`src/rtl/apb_pkg.sv`:
```
// apb_pkg: shared FSM state and command types for the APB requester.
package apb_pkg;
    typedef enum logic [1:0] {IDLE, SETUP, ACCESS} apb_mst_state_t;
    typedef struct packed {
        logic        write;
        logic [31:0] addr;
        logic [31:0] wdata;
    } apb_cmd_t;
endpackage

```
`src/rtl/apb_cmd_fifo.sv`:
```
// apb_cmd_fifo: synchronous command FIFO; push of full and pop of empty are ignored.
module apb_cmd_fifo
    import apb_pkg::*;
#(
    parameter int DEPTH = 4
) (
    input  logic     pclk,
    input  logic     rst,
    input  logic     push,
    input  apb_cmd_t din,
    input  logic     pop,
    output apb_cmd_t dout,
    output logic     full,
    output logic     empty
);
    localparam int AW = $clog2(DEPTH);
    apb_cmd_t   r_mem [DEPTH];
    logic [AW:0] r_wptr, r_rptr;
    logic        w_push, w_pop;
    // Pointers carry one extra wrap bit so full and empty are distinguishable.
    assign full   = (r_wptr ^ r_rptr) == {1'b1, {AW{1'b0}}};
    assign empty  = r_wptr == r_rptr;
    assign w_push = push && !full;
    assign w_pop  = pop && !empty;
    assign dout   = r_mem[r_rptr[AW-1:0]];
    always_ff @(posedge pclk) begin
        if (rst) begin
            r_wptr <= '0;
            r_rptr <= '0;
        end else begin
            r_wptr <= r_wptr + {{AW{1'b0}}, w_push};
            r_rptr <= r_rptr + {{AW{1'b0}}, w_pop};
        end
    end
    always_ff @(posedge pclk) begin
        if (w_push) r_mem[r_wptr[AW-1:0]] <= din;
    end
endmodule

```
`src/rtl/apb_master.sv`:
```
// apb_master: buffers commands and runs them in order as APB SETUP/ACCESS transfers,
// returning a one-cycle response and aborting with an error if pready never arrives.
module apb_master
    import apb_pkg::*;
#(
    parameter int FIFO_DEPTH     = 4,
    parameter int TIMEOUT_CYCLES = 16
) (
    input  logic        pclk,
    input  logic        rst,
    input  logic        cmd_valid,
    output logic        cmd_ready,
    input  logic        cmd_write,
    input  logic [31:0] cmd_addr,
    input  logic [31:0] cmd_wdata,
    output logic        psel,
    output logic        penable,
    output logic        pwrite,
    output logic [31:0] paddr,
    output logic [31:0] pwdata,
    input  logic [31:0] prdata,
    input  logic        pready,
    output logic        rsp_valid,
    output logic [31:0] rsp_rdata,
    output logic        rsp_err
);
    localparam int CW = $clog2(TIMEOUT_CYCLES) + 1;
    apb_mst_state_t r_state, w_state_nxt;
    logic [CW-1:0]  r_cnt, w_cnt_nxt;
    logic           r_psel, r_penable, r_pwrite, r_rsp_valid, r_rsp_err;
    logic [31:0]    r_paddr, r_pwdata, r_rsp_rdata;
    logic           w_psel_nxt, w_penable_nxt, w_pwrite_nxt, w_rsp_valid_nxt, w_rsp_err_nxt;
    logic [31:0]    w_paddr_nxt, w_pwdata_nxt, w_rsp_rdata_nxt;
    logic           w_pop, w_full, w_empty, w_done;
    apb_cmd_t       w_head;
    apb_cmd_fifo #(.DEPTH(FIFO_DEPTH)) u_fifo (
        .pclk  (pclk),
        .rst   (rst),
        .push  (cmd_valid),
        .din   ('{write: cmd_write, addr: cmd_addr, wdata: cmd_wdata}),
        .pop   (w_pop),
        .dout  (w_head),
        .full  (w_full),
        .empty (w_empty)
    );
    assign cmd_ready = !w_full;
    assign w_done    = pready || r_cnt == CW'(TIMEOUT_CYCLES - 1);
    always_comb begin
        w_state_nxt     = r_state;
        w_cnt_nxt       = r_cnt;
        w_psel_nxt      = r_psel;
        w_penable_nxt   = r_penable;
        w_pwrite_nxt    = r_pwrite;
        w_paddr_nxt     = r_paddr;
        w_pwdata_nxt    = r_pwdata;
        w_rsp_valid_nxt = 1'b0;
        w_rsp_err_nxt   = r_rsp_err;
        w_rsp_rdata_nxt = r_rsp_rdata;
        w_pop           = 1'b0;
        case (r_state)
            IDLE: if (!w_empty) begin
                w_pop        = 1'b1;
                w_psel_nxt   = 1'b1;
                w_pwrite_nxt = w_head.write;
                w_paddr_nxt  = w_head.addr;
                w_pwdata_nxt = w_head.wdata;
                w_state_nxt  = SETUP;
            end
            SETUP: begin
                w_penable_nxt = 1'b1;
                w_cnt_nxt     = '0;
                w_state_nxt   = ACCESS;
            end
            ACCESS: if (w_done) begin
                w_psel_nxt      = 1'b0;
                w_penable_nxt   = 1'b0;
                w_rsp_valid_nxt = 1'b1;
                w_rsp_err_nxt   = !pready;
                w_rsp_rdata_nxt = (pready && !r_pwrite) ? prdata : 32'h0;
                w_state_nxt     = IDLE;
            end else begin
                w_cnt_nxt = r_cnt + 1'b1;
            end
            default: w_state_nxt = IDLE;
        endcase
    end
    always_ff @(posedge pclk) begin
        if (rst) begin
            r_state     <= IDLE;
            r_cnt       <= '0;
            r_psel      <= 1'b0;
            r_penable   <= 1'b0;
            r_pwrite    <= 1'b0;
            r_paddr     <= '0;
            r_pwdata    <= '0;
            r_rsp_valid <= 1'b0;
            r_rsp_err   <= 1'b0;
            r_rsp_rdata <= '0;
        end else begin
            r_state     <= w_state_nxt;
            r_cnt       <= w_cnt_nxt;
            r_psel      <= w_psel_nxt;
            r_penable   <= w_penable_nxt;
            r_pwrite    <= w_pwrite_nxt;
            r_paddr     <= w_paddr_nxt;
            r_pwdata    <= w_pwdata_nxt;
            r_rsp_valid <= w_rsp_valid_nxt;
            r_rsp_err   <= w_rsp_err_nxt;
            r_rsp_rdata <= w_rsp_rdata_nxt;
        end
    end
    assign psel      = r_psel;
    assign penable   = r_penable;
    assign pwrite    = r_pwrite;
    assign paddr     = r_paddr;
    assign pwdata    = r_pwdata;
    assign rsp_valid = r_rsp_valid;
    assign rsp_err   = r_rsp_err;
    assign rsp_rdata = r_rsp_rdata;
endmodule

```
`config.mk`:
```
export PLATFORM = sky130hd
export DESIGN_NAME = apb_master
export DESIGN_NICKNAME = d
export VERILOG_FILES = /design/src/rtl/apb_pkg.sv /design/src/rtl/apb_cmd_fifo.sv /design/src/rtl/apb_master.sv
export SDC_FILE = /design/constraint.sdc
export NUM_CORES = 1
export LEC_CHECK = 0
export CORE_MARGIN = 8
export CORE_UTILIZATION = 54
export CTS_CLUSTER_DIAMETER = 30
export CTS_CLUSTER_SIZE = 20
export DETAILED_ROUTE_END_ITERATION = 8
export PLACE_DENSITY = 0.8
export SLEW_MARGIN = 20
export SYNTH_ARGS = -nofsm -noshare
export SYNTH_HDL_FRONTEND = slang
export SYNTH_SLANG_ARGS = --single-unit
export TNS_END_PERCENT = 30
```
`constraint.sdc`:
```
create_clock -name pclk -period 8.8 [get_ports pclk]
set_input_delay 1.76 -clock pclk [delete_from_list [all_inputs] [get_ports pclk]]
set_output_delay 1.76 -clock pclk [all_outputs]
set_load 0.02 [all_outputs]
```
==> impl_metrics.csv, run 1 <==
group,metric,value,unit
drt,drcViolationCount,0,
yosys,syn_area,13400,um^2
place,portBuffers,202,
final_layout,final_core_util,0.744,
clock_network,clk_latency,0.57,ns
sta,tightestPinTransition,0.993,ns
sta,rsz0062_at_grt,"false",
setup_path,cp.arrival,2.71,ns
drt,totalWireLength,28400,um
sta,min_period,4.47,ns
floorplanning,dieArea,30100,um^2
setup_path,setup.worst_path.class,"register to output port",
yosys,synthXorXnorAreaFrac,0.00327,
yosys,yosys_warnings,0,
setup_path,slowest_delay,1.00,ns
floorplanning,core,24300,um^2
clock_network,cts.clk_slew.worst_paths,0.05,ns
power_and_ir_drop,vdd_drop_max,0.242,mV
sta,setup_tns,0,ns
final_layout,n_fill_cell,1401,
setup_path,crit_path_start_kind,"register",
setup_path,crit_family,"flip-flops",
drt,viasPerCell,5.44,
drt,final_antenna_net_count,0,
floorplanning,ios,203,
setup_path,end_kind,"output port",
drt,drtIter0Drc,371,
clock_network,cts-htree-levels,3,
worst_hold_path,hold_start,"psel",
floorplanning,die_h,173,um
sta,fin_worst_skew,0.0303,ns
setup_path,path_cells,"xnor2_1 -> nand3b_1 -> clkdlybuf4s50_1",
power_and_ir_drop,p_total,6.11,mW
final_layout,final_common_cell,"edfxtp_1",
yosys,synth_top_family_by_area,"multiplexers",
yosys,syn_nets,817,
yosys,synth_seq_cells,374,
place,dp_slack,4.88,ns
run_status,status,"completed",
yosys,synth-simple-area-share,0.0341,
yosys,yosysUniqueCellTypes,31,
final_layout,drive_gt1_frac,0.195,
floorplanning,die_x,173,um
clock_network,cts_setup_buffers,0,
sta,slew_violations,0,
clock_network,cts_buffer_depth,3,
sta,hold_viol,0,
floorplanning,start_util,0.550,
place,placed_cell_area,15700,um^2
setup_path,crit_buf_inv,1,
setup_path,reg2reg_from,"u_fifo.r_rptr[1]",
global_route,grt_first_pass_wirelength,44500,um
global_route,antenna_found_initial,1,
sta,setup_ws,4.33,ns
final_layout,fin_nets,1059,
global_route,grt_pass1_vias,7872,
floorplanning,rows,57,
global_route,grt_usage,0.190,
global_route,grt-ovfl-total,0,
place,place_congestion,0.763,
clock_network,cts_buffers,68,
sta,finalCritPeriodShare,0.508,
drt,vias,7243,
sta,max_clock_freq,223,MHz
yosys,syn_avg_cell_area,18.8,um^2
job,maxCapViolations,0,
setup_path,required,7.04,ns
yosys,syn_inst,710,
power_and_ir_drop,p_leak,6.28,nW
final_layout,mostFrequentLayoutCells,"edfxtp_1, clkdlybuf4s50_1, dfxtp_1, nor2_1",
clock_network,cts_tree,"built",
final_layout,diodes,0,
yosys,synth_compound_area_frac,0.0287,
sta,slew_headroom,0.338,
worst_hold_path,hp-class,"register to register",
clock_network,cts.sinks,374,
final_layout,fin_area,18100,um^2
place,hpwl,16400,um
yosys,yosys.area_share.adder,0.00561,
clock_network,cts-root-buf,"clkbuf_16",
setup_path,cp_max_fo,67,
yosys,ys_seq_area_frac,0.754,
drt,firstDrtPassIters,5,
yosys,muxShareOfSynthArea,0.161,
final_layout,area_growth_syn_to_layout,35.2,%
power_and_ir_drop,power_density,338,nW/um^2
sta,setup_viol,0,
setup_path,worstSetupStartpoint,"u_fifo.r_rptr[1]",
clock_network,cts_hold_buffers,0,
drt,avgRoutedWirePerCell,21.4,um
clock_network,cts_resized,0,
setup_path,critPathSlowestCell,"dfxtp_4",
global_route,grt_max_degree,85,
==> through the flow <==
step | instances | hold WS [ns]
detailed placement | 1206 | 0.463
floorplan | 710 | 0.467
finish | 1332 | 0.472
global placement | 1206 | 0.446
CTS | 1332 | 0.477
global route | 1332 | 0.489
==> state kept, by name (all words and copies together), names as in the netlist <==
signal / flops
paddr: 32
u_fifo.r_wptr: 3
u_fifo.r_mem: 260
r_state: 2
pwrite: 1
rsp_rdata: 32
rsp_valid: 1
u_fifo.r_rptr: 3
psel: 1
pwdata: 32
penable: 1
rsp_err: 1
r_cnt: 5
==> logic make-up (layout without fill, tap and decap cells) <==
kind of cell             Yosys count  in the layout
AO/OA/AOI/OAI                     46             46
adder cells (fa/ha/maj)            6              6
XOR/XNOR                           5              5
AND/OR/NAND/NOR                  105            105
multiplexers                     134            134
buffers and inverters             40            338
flip-flops                       374            374
==> routing by layer <==
metal	GRT usage	vias to the layer above	part of all wire
met3	0.0566	54	0.079
met5	0	-	0.00046
li1	-	3291	-
met2	0.327	282	0.52
met4	0.0719	2	0.021
met1	0.222	3614	0.38
==> cell type report <==
cell class	instances	area, um^2	area share
Sequential cell	374	10100	0.558
Timing Repair Buffer	210	2080	0.115
Multi-Input combinational cell	296	3150	0.174
Tap cell	324	405	0.0224
Inverter	2	7.51	0.000415
Clock buffer	86	1840	0.102
Clock inverter	40	508	0.0281
==> path summary, 6_finish.rpt <==
check	to	depth (start not counted)	slack [ns]
max	cmd_ready	3	4.33
min	psel	1	0.47
max reg2reg	u_fifo.r_rptr[1]	6	5.69
min reg2reg	psel	1	0.47
==> worst register-to-register path, stage by stage (launching register included) <==
cell and delay [ns]:
dfxtp_4 1.00, xnor2_1 0.33, a311oi_4 0.33, buf_4 0.66
ha_1 0.30, ha_1 0.22, nor2b_1 0.13
==> synthesized netlist by cell type (all sizes together) <==
cell type	n	area, um^2
edfxtp	260	7810
dfxtp	114	2280
nor2	73	274
mux2i	69	691
mux4	65	1460
a22o	32	280
clkbuf	22	82.6
buf	16	83.8
nor2b	7	43.8
nor3	7	35.0
ha	6	75.1
nand2	5	18.8
xnor2	5	43.8
a21oi	4	20.0
nand3	3	15.0
a211oi	2	15.0
a21o	2	15.0
a2bb2oi	2	17.5
and3	2	12.5
inv	2	7.51
nand2b	2	12.5
nand3b	2	15.0
nor3b	2	15.0
a311oi	1	15.0
nand4b	1	8.76
o21a	1	7.51
o21ai	1	5.00
o32ai	1	8.76
or2	1	6.26
==> where the power goes <==
part	switching, mW	internal (mW)	total (mW)	leakage (nW)
clock network	0.885	1.72	2.60	1.13
registers	0.154	2.10	2.25	3.32
logic	0.611	0.645	1.26	1.82
Note: power is estimated with default switching activity, not from simulation.
==> run 2, diff against run 1 <==
==> constraint.sdc (replaced) <==
create_clock -name pclk -period 4.4 [get_ports pclk]
set_input_delay 0.88 -clock pclk [delete_from_list [all_inputs] [get_ports pclk]]
set_output_delay 0.88 -clock pclk [all_outputs]
set_load 0.02 [all_outputs]
==> run 2 against run 1 <==
  * Sequential cell count is the same
  * Final cell count decreased by 0.23%
  * Largest cell class unchanged
  * Sequential share of layout area is 0.53 points higher
  * Utilization shrank 0.69 points
  * Clock-buffer cell count is 4 lower
  * Worst setup slack worse by 3.0 ns
  * Critical endpoint unchanged
==> impl_metrics.csv, run 2 (same netlist as run 1, synthesis figures left out) <==
group,metric,value,unit
clock_network,cts_buffers,66,
floorplanning,core,24300,um^2
clock_network,cts_setup_buffers,0,
setup_path,slowest_delay,0.69,ns
final_layout,largest_reg_flops,260,
floorplanning,dieArea,30100,um^2
sta,min_period,3.11,ns
clock_network,cts-htree-levels,3,
sta,tightestPinTransition,1.06,ns
power_and_ir_drop,p_total,11.9,mW
global_route,grt_pass1_vias,8068,
drt,drtIter0Drc,394,
sta,hold_viol,0,
run_status,status,"completed",
sta,slew_violations,0,
final_layout,fin_area,17900,um^2
power_and_ir_drop,power_density,662,nW/um^2
drt,avgRoutedWirePerCell,21.9,um
global_route,grt-ovfl-total,0,
clock_network,cts.clk_slew.worst_paths,0.04,ns
place,portBuffers,202,
final_layout,final_core_util,0.737,
clock_network,clk_latency,0.55,ns
clock_network,cts_buffer_depth,3,
power_and_ir_drop,vdd_drop_max,0.454,mV
floorplanning,die_x,173,um
place,placed_cell_area,15800,um^2
sta,setup_viol,0,
sta,finalCritPeriodShare,0.706,
setup_path,critPathSlowestCell,"clkdlybuf4s50_1",
setup_path,crit_path_start_kind,"register",
final_layout,n_fill_cell,1402,
clock_network,cts_resized,0,
setup_path,crit_buf_inv,1,
global_route,antenna_found_initial,1,
setup_path,required,3.52,ns
global_route,grt_max_degree,85,
floorplanning,start_util,0.550,
drt,firstDrtPassIters,7,
global_route,grt_first_pass_wirelength,45700,um
floorplanning,die_h,173,um
floorplanning,rows,57,
setup_path,cp_max_fo,24,
power_and_ir_drop,p_leak,6.22,nW
job,maxCapViolations,0,
drt,drcViolationCount,0,
place,hpwl,16700,um
setup_path,cp.arrival,2.23,ns
drt,final_antenna_net_count,0,
global_route,grt_usage,0.195,
final_layout,mostFrequentLayoutCells,"edfxtp_1, clkdlybuf4s50_1, dfxtp_1, nor2_1",
sta,max_clock_freq,322,MHz
worst_hold_path,hp-class,"register to register",
place,place_congestion,0.735,
drt,totalWireLength,29100,um
clock_network,cts.sinks,374,
final_layout,drive_gt1_frac,0.189,
clock_network,cts_tree,"built",
sta,rsz0062_at_grt,"false",
final_layout,final_common_cell,"edfxtp_1",
sta,slew_headroom,0.293,
final_layout,diodes,0,
drt,viasPerCell,5.42,
clock_network,cts_hold_buffers,0,
setup_path,setup.worst_path.class,"register to output port",
final_layout,area_growth_syn_to_layout,34.0,%
sta,hold_slack,0.467,ns
final_layout,fin_nets,1061,
setup_path,crit_family,"buffers and inverters",
setup_path,path_cells,"xnor2_1 -> nand3b_1 -> clkdlybuf4s50_1",
clock_network,cts-root-buf,"clkbuf_16",
floorplanning,ios,203,
sta,fin_worst_skew,0.0325,ns
setup_path,end_kind,"output port",
drt,vias,7199,
==> run 2: cell type report <==
class / instances / area (um^2) / area share
clock inverter: 37 / 344 / 0.0192
clock buffer: 82 / 1810 / 0.101
tap: 324 / 405 / 0.0226
multi-input combinational: 296 / 3150 / 0.176
sequential: 374 / 10100 / 0.563
inverter: 2 / 7.51 / 0.000419
timing repair buffer: 214 / 2110 / 0.118
==> run 2: power breakdown <==
part	internal [mW]	switching [mW]
combinational	1.29	1.28
sequential	4.20	0.259
clock	3.16	1.67
==> run 2: final timing paths <==
kind              slack (ns)                 end             start  cells past startpoint
setup / recovery        1.29           cmd_ready  u_fifo.r_rptr[0]                      3
hold / removal          0.47                psel              psel                      1
setup reg to reg        1.80  u_fifo.r_mem[3][3]  u_fifo.r_rptr[0]                      5
hold reg to reg         0.47                psel              psel                      1
==> run 2: per-stage QoR <==
stage               setup WS [ns]  setup TNS [ns]  std cells
floorplan                   -1.94         -351.95        710
detailed placement           1.51               0       1210
global route                 1.13               0       1329
CTS                          1.20               0       1329
global placement             1.50               0       1210
finish                       1.29               0       1329
==> run 2: worst reg2reg max path, cell delays in order (launching register included) <==
cell and delay (ns):
dfxtp_4 0.66, xnor2_1 0.21, nand3b_1 0.16, nand2_1 0.14
inv_1 0.11, and3_4 0.84
==> run 2: layer usage <==
layer	vias up	track usage	routed length [um]
met2	286	0.337	15000
met1	3571	0.227	11100
li1	3291	-	-
met3	49	0.0562	2330
met4	2	0.0740	629
met5	-	0	11
